===== src/rtl/rv_instr_encoder.sv =====
// Packs field-level RV32I instruction descriptors into 32-bit words and writes
// them sequentially into instruction memory during a load session.
module rv_instr_encoder #(
    parameter int unsigned ADDR_W    = 10,
    parameter int unsigned BASE_ADDR = 0
) (
    input  logic              clk,
    input  logic              rst_n,
    input  logic              start,
    input  logic              in_valid,
    output logic              in_ready,
    input  logic [2:0]        in_fmt,
    input  logic [6:0]        in_opcode,
    input  logic [2:0]        in_funct3,
    input  logic [6:0]        in_funct7,
    input  logic [4:0]        in_rd,
    input  logic [4:0]        in_rs1,
    input  logic [4:0]        in_rs2,
    input  logic [31:0]       in_imm,
    input  logic              in_last,
    output logic              mem_we,
    input  logic              mem_ready,
    output logic [ADDR_W-1:0] mem_addr,
    output logic [31:0]       mem_wdata,
    output logic              busy,
    output logic              done,
    output logic              err,
    output logic [ADDR_W-1:0] err_addr,
    output logic              ovf,
    output logic [ADDR_W:0]   word_count
);
    localparam int unsigned CNT_W = ADDR_W + 1;
    localparam logic [31:0] NOP   = 32'h0000_0013;

    typedef enum logic [1:0] {IDLE, LOAD, DRAIN, DONE} state_t;

    state_t            state;
    logic              out_valid;
    logic [ADDR_W-1:0] ptr;
    logic [ADDR_W-1:0] ptr_nxt;
    logic              accept;
    logic              wr_done;
    logic [31:0]       enc_word;
    logic              enc_bad;
    logic              sext12;
    logic              sext13;
    logic              sext21;

    assign accept   = in_valid && in_ready;
    assign wr_done  = out_valid && mem_ready;
    assign ptr_nxt  = wr_done ? ptr + ADDR_W'(1) : ptr;
    assign in_ready = (state == LOAD) && (!out_valid || mem_ready);
    assign mem_we   = out_valid;
    assign mem_addr = ptr;
    assign busy     = (state != IDLE);
    assign done     = (state == DONE);

    // Immediate must be a pure sign extension of its encodable field.
    assign sext12 = (in_imm[31:11] == {21{in_imm[11]}});
    assign sext13 = (in_imm[31:12] == {20{in_imm[12]}});
    assign sext21 = (in_imm[31:20] == {12{in_imm[20]}});

    always_comb begin
        enc_word = NOP;
        enc_bad  = 1'b0;
        case (in_fmt)
            3'd0: enc_word = {in_funct7, in_rs2, in_rs1, in_funct3, in_rd, in_opcode};
            3'd1: begin
                enc_word = {in_imm[11:0], in_rs1, in_funct3, in_rd, in_opcode};
                enc_bad  = !sext12;
            end
            3'd2: begin
                enc_word = {in_imm[11:5], in_rs2, in_rs1, in_funct3, in_imm[4:0], in_opcode};
                enc_bad  = !sext12;
            end
            3'd3: begin
                enc_word = {in_imm[12], in_imm[10:5], in_rs2, in_rs1, in_funct3,
                            in_imm[4:1], in_imm[11], in_opcode};
                enc_bad  = !sext13 || in_imm[0];
            end
            3'd4: begin
                enc_word = {in_imm[31:12], in_rd, in_opcode};
                enc_bad  = (in_imm[11:0] != 12'd0);
            end
            3'd5: begin
                enc_word = {in_imm[20], in_imm[10:1], in_imm[11], in_imm[19:12], in_rd, in_opcode};
                enc_bad  = !sext21 || in_imm[0];
            end
            default: enc_bad = 1'b1;
        endcase
    end

    always_ff @(posedge clk or negedge rst_n) begin
        if (!rst_n) begin
            state      <= IDLE;
            out_valid  <= 1'b0;
            ptr        <= ADDR_W'(BASE_ADDR);
            mem_wdata  <= 32'd0;
            err        <= 1'b0;
            err_addr   <= '0;
            ovf        <= 1'b0;
            word_count <= '0;
        end else begin
            case (state)
                IDLE: begin
                    if (start) begin
                        state      <= LOAD;
                        ptr        <= ADDR_W'(BASE_ADDR);
                        err        <= 1'b0;
                        ovf        <= 1'b0;
                        word_count <= '0;
                    end
                end
                LOAD:  if (accept && in_last) state <= DRAIN;
                // Leave as soon as the pending word completes so done follows the last write.
                DRAIN: if (!out_valid || mem_ready) state <= DONE;
                DONE:  state <= IDLE;
                default: state <= IDLE;
            endcase

            if (wr_done) begin
                ptr <= ptr + ADDR_W'(1);
                if (ptr == {ADDR_W{1'b1}}) ovf <= 1'b1;
                if (word_count != {CNT_W{1'b1}}) word_count <= word_count + CNT_W'(1);
            end

            // A completing write and a new accept in the same cycle reload without a bubble.
            if (accept) begin
                out_valid <= 1'b1;
                mem_wdata <= enc_bad ? NOP : enc_word;
                if (enc_bad) begin
                    err <= 1'b1;
                    if (!err) err_addr <= ptr_nxt;
                end
            end else if (wr_done) begin
                out_valid <= 1'b0;
            end
        end
    end
endmodule


===== config.mk =====
export PLATFORM = sky130hd
export DESIGN_NAME = rv_instr_encoder
export DESIGN_NICKNAME = d
export VERILOG_FILES = /design/src/rtl/rv_instr_encoder.sv
export SDC_FILE = /design/constraint.sdc
export NUM_CORES = 1
export LEC_CHECK = 0
export CORE_MARGIN = 1
export CORE_UTILIZATION = 49
export CTS_BUF_LIST = sky130_fd_sc_hd__clkbuf_16
export CTS_CLUSTER_DIAMETER = 80
export DETAILED_ROUTE_END_ITERATION = 10
export MAX_ROUTING_LAYER = met4
export PLACE_DENSITY = 0.86
export SYNTH_ARGS = -nofsm -noshare
export SYNTH_HDL_FRONTEND = slang
export SYNTH_SLANG_ARGS = --single-unit

===== constraint.sdc =====
create_clock -name clk -period 2.86 [get_ports clk]
set_input_delay 0.429 -clock clk [delete_from_list [all_inputs] [get_ports clk]]
set_output_delay 0.429 -clock clk [all_outputs]
set_load 0.01 [all_outputs]

-- Word level (Yosys, flattened, before mapping)
Cells that the tools add are included.
- eq/ne operators: 16
- reductions and logical operators: 22
- add/sub/neg operators: 2
- muxes and demuxes: 25
- bitwise operators: 1
- operators with widths (kind ; count):
    32-bit one-hot mux with 6 select lines ; 1
    11-bit two-way mux ; 4
    10-bit two-way mux ; 4
    32-bit two-way mux ; 1
    20-bit == test ; 1
    19-bit == test ; 1
    12-bit nonzero test ; 1
    11-bit by 1-bit adder with 11-bit output, second input constant ; 1
    11-bit == test ; 1
    11-bit != test, second input constant ; 1
    10-bit by 1-bit adder with 10-bit output, second input constant ; 1
    10-bit == test, second input constant ; 1
    1-bit two-way mux ; 10
    2-bit one-hot mux with 4 select lines ; 1
    2-bit nonzero test ; 4
    3-bit by 2-bit == test with 1-bit output, second input constant ; 2
    3-bit == test, second input constant ; 2
    2-bit two-way mux ; 3
    3-bit AND reduction ; 2
    1-bit one-hot mux with 5 select lines ; 1
    2-bit == test, second input constant ; 2
    1-bit logical AND ; 4
    1-bit zero test ; 4
    2-bit != test, second input constant ; 2
    other kinds (9) ; 11
- bits of input ports: 73
- word-level logic and storage cells: 74
- output and inout port bits: 69
- register bits: 68

-- Depth between registers and ports, before layout
- word-level depth: 7
- gate-level depth with buffers: 8
- depth with buffers taken out: 7

-- Worst setup path before layout
Ideal clock, no wire load.
- path type: input to register
- start: input in_imm[23]
- end: register err_addr[1]
- cell stages on the path: 7
- setup time: 0.125 ns
- buffers on the path: 1
- data arrival time: 2.073 ns
- path slack: 0.662 ns
- data required time: 2.735 ns
- path through: or4_4 -> nor3_2 -> a31oi_1 -> o211ai_2 -> a311o_2 -> buf_6 -> mux2_4
- cells in the longest elaborated chain, start to end: 5
- elaborated cells between the ends (all ways): 10
- those cells by class: eq/ne: 3; mux: 1; reduce/logical: 6
- ends and longest elaborated chain (element ; RTL line ; text):
    start: declaration ; 19 ; input logic [31:0] in_imm,
    19-bit == test or 11-bit == test (tied branches) ; 60, 61 ;
    1-bit zero test (on tied branches) ; 79, 87 ;
    1-bit logical OR (on tied branches) ; 79, 87 ;
    1-bit one-hot mux with 5 select lines * ; 66 ; case (in_fmt)
    3-bit AND reduction (no line) * ; -- ;
    end signal: assignment ; 133 ; if (!err) err_addr <= ptr_nxt;
    end: declaration ; 28 ; output logic [ADDR_W-1:0] err_addr,
Mark *: on every way between the ends. The rest lies on a longest branch, timed or not.
A chain may end at the register's enable or synchronous reset.

-- Final worst setup path
- start: input in_imm[24]
- end: register err_addr[3]
Same word-level chain as after synthesis.

==> flow_summary_export.csv <==
group,metric,value,unit
logic_synthesis,synth_nets,510,
timing,setup-violations-final,0,
floorplanning,dieHeight,91.94,µm
drt,viasPerCell,5.814,
timing,whs,0.08414,ns
cts,cts_sinks,68,
drt,totalWireLength,11.55,mm
grt,overflow,0,
layout,final_area,0.005899,mm²
worst_setup_path,max_stage_delay,0.55,ns
worst_setup_path,crit_fanout,10,
layout,regArea,0.001702,mm²
grt,grt_usage,28.72,%
worst_setup_path,r2r_start,"word_count[0]$_DFF_PN0_",
layout,insertedDiodeCount,0,
drt,drt_drc_violations_left,0,
placement,gp_congestion,0.9632,
timing,setup_slack,0.3876,ns
timing,relSlewSlack,62.50,%
worst_setup_path,critPathTopFamily,"simple AND/OR/NAND/NOR gates",
worst_setup_path,cpMaxStageDelayCell,"or4_4",
floorplanning,die-width,91.94,µm
grt,grt_pass1_vias,3840,
hold_path,hold_class,"in -> async",
worst_setup_path,start_kind,"input port",
logic_synthesis,synth_fa_ha_area_share,2.210,%
power,cellLeakagePower,2.474,nW
cts,clock_path_buffers,2,
layout,final_util,75.95,%
floorplanning,start_util,51.03,%
floorplanning,io_pins,142,
cts,htree_levels,3,
placement,post-place-ws,0.05808,ns
grt,grt_max_degree,49,
logic_synthesis,synth_warnings,0,
timing,period_needed,2.472,ns
placement,place_area,0.005582,mm²
timing,drv_slew,0,
layout,stdcell_count,687,
worst_setup_path,crit_start,"in_imm[24]",
timing,finClkSkew,0.005035,ns
layout,fill_cells,546,
worst_setup_path,required,3.07,ns
grt,grt_pass1_wl,18.54,mm
logic_synthesis,synthesis.area,0.003964,mm²
logic_synthesis,ys_types,51,
logic_synthesis,synth_compound_area_share,25.03,%
worst_setup_path,rr_endpoint,"word_count[2]$_DFF_PN0_",
logic_synthesis,synthSimpleGateAreaFrac,18.91,%
logic_synthesis,synthArstFlopShare,100.0,%
logic_synthesis,avgSynthCellArea,9.218,µm²
drt,wl_per_cell,16.81,µm
drt,drtIter0Drc,250,
timing,finalCritPeriodShare,86.45,%
timing,hold_viol_final,0,
timing,tightest_slew,0.5626,ns
cts,cts_buffers,9,
drt,drt_first_pass_iters,5,
job,cap_violations,0,
layout,drive_above_1_share,12.65,%
logic_synthesis,synth.top_cells.by_area,"dfrtp_1 (43%), nand2_1 (6.7%), o21ai_0 (5.9%), o31ai_2 (4.4%), a22oi_1 (4.2%)",
cts,clk_pin_slew_worst_paths,0.06,ns
cts,postCtsSetupBuffers,0,
worst_setup_path,crit_buf_inv,2,
layout,area_growth_syn_to_layout,48.83,%
power,ir_worst_vdd,0.4540,mV
worst_setup_path,cp_num_cells,8,
logic_synthesis,yosys-top-cells-count,"nand2_1 (71), dfrtp_1 (68), o21ai_0 (47), a22oi_1 (22)",
cts,insertion_delay,0.33,ns
logic_synthesis,ys.flop_type,"dfrtp_1",
power,powerDensity,702.6,mW/mm²
logic_synthesis,synth_top_family_by_area,"compound AO/OA/AOI/OAI gates",
power,p_total,4.145,mW
worst_setup_path,crit_arrival,2.68,ns
logic_synthesis,synthXorXnorAreaFrac,1.989,%
worst_setup_path,crit_path_end_kind,"flip-flop",
timing,fin_tns_setup,0,ns
cts,clk_root_buffer_cell,"clkbuf_16",
placement,io_buffers,141,
floorplanning,design.core.area,0.007767,mm²
timing,rsz0062_at_grt,"false",
floorplanning,num_rows,32,
logic_synthesis,ys_seq_elements,68,
placement,dpl.hpwl,8.571,mm
logic_synthesis,yosysSeqAreaShare,42.93,%
logic_synthesis,syn_inst,430,
worst_setup_path,cp_cell_sequence,"clkdlybuf4s50_1, or4_4, nor3_2, a31oi_1, o211ai_2, a311o_2, buf_12, mux2_4",
logic_synthesis,synth_enable_flop_cells,0,
layout,nNetsFinal,660,
logic_synthesis,synthMuxAreaShare,4.735,%
logic_synthesis,synth_top_area_share,42.93,%
worst_setup_path,crit_end,"err_addr[3]$_DFFE_PN0P_",
logic_synthesis,yosysMostFrequentCell,"nand2_1",
worst_setup_path,r2r_slack,0.50,ns
grt,antenna_found_initial,0,
drt,postRouteAntennaNets,0,
drt,vias,3994,
cts,cts-resized-gates,0,
cts,postCtsHoldBufs,0,
layout,multi_input_area,0.002098,mm²
worst_setup_path,reg2reg_depth,8,
placement,dpl.cell_count,671,
status,status,"finished clean",
worst_setup_path,critical_path_class,"in -> reg",
logic_synthesis,synth_top_area_cell,"dfrtp_1",
cts,cts_tree,"yes",
floorplanning,die_area,0.008453,mm²
timing,fmax,0.4045,GHz
-- worst register-to-register path: cells and delay by family, from the launching register on --
kind,cells,cell delay (ns)
AND/OR/NAND/NOR,2,0.54
flip-flops,1,0.46
buffers and inverters,1,0.16
AO/OA/AOI/OAI,4,0.85
adder cells (fa/ha/maj),1,0.25
-- kinds of logic (layout without fill, tap and decap cells) --
family	Yosys count	in the layout
AOI/OAI and AO/OA	141	141
muxes	14	14
xor gates and xnor gates	9	9
DFF	68	68
adders and majority gates	7	7
and+or+nand+nor	156	156
buffers and inverters	35	190
-- power breakdown --
part	switching (mW)	leakage (nW)	internal, mW
registers	0.170	0.917	1.20
clock network	0.416	0.153	0.759
logic	0.775	1.40	0.829
-- worst min-delay path by stage --
stage	from	endpoint	cells past startpoint
floorplan	rst_n	err$_DFF_PN0_	0
global placement	rst_n	word_count[3]$_DFF_PN0_	1
detailed placement	rst_n	word_count[3]$_DFF_PN0_	1
CTS	rst_n	word_count[3]$_DFF_PN0_	1
global route	rst_n	word_count[3]$_DFF_PN0_	1
finish	rst_n	word_count[4]$_DFF_PN0_	1
-- placed cells by master, fill, tap and decap left out, drive strengths merged, types with 2 or more instances in the layout --
cell type / n
inv: 11
a31oi: 8
ha: 7
clkinvlp: 2
nand2: 71
o22ai: 8
nor4: 7
clkdlybuf4s50: 140
nor2b: 14
or3: 2
a21oi: 20
buf: 24
bufinv: 2
o22a: 3
nor3: 2
xor2: 4
nor2: 20
mux2i: 3
and4: 2
clkbuf: 9
a22o: 2
a22oi: 22
o21ai: 47
nand3: 16
nand4: 5
mux2: 11
and3: 6
and2: 2
a21o: 2
clkinv: 2
o31ai: 21
or4: 2
dfrtp: 68
nand2b: 5
xnor2: 5
-- sequential cells by signal, indices dropped and copies added, names as in the netlist --
| register | flops |
|---|---|
| mem_we | 1 |
| err | 1 |
| err_addr | 10 |
| word_count | 11 |
| state | 2 |
| mem_addr | 10 |
| mem_wdata | 32 |
| ovf | 1 |
-- layer usage --
| layer | vias to the layer above | GRT usage [%] | share of wire (%) |
|---|---|---|---|
| li1 | 1873 | - | - |
| met1 | 1870 | 34.44 | 40 |
| met2 | 229 | 49.13 | 50 |
| met3 | 22 | 4.975 | 8.5 |
| met4 | 0 | 9.375 | 1.6 |
| met5 | - | - | 0 |
-- cell type report --
type	count	area share (%)
clock buffer	9	3.818
clock inverter	7	1.569
inverter	10	0.6363
multi-input combinational	327	35.57
sequential	68	28.84
tap	102	2.163
timing repair buffer	164	27.40
No activity file was read; power rests on OpenSTA's default activity.
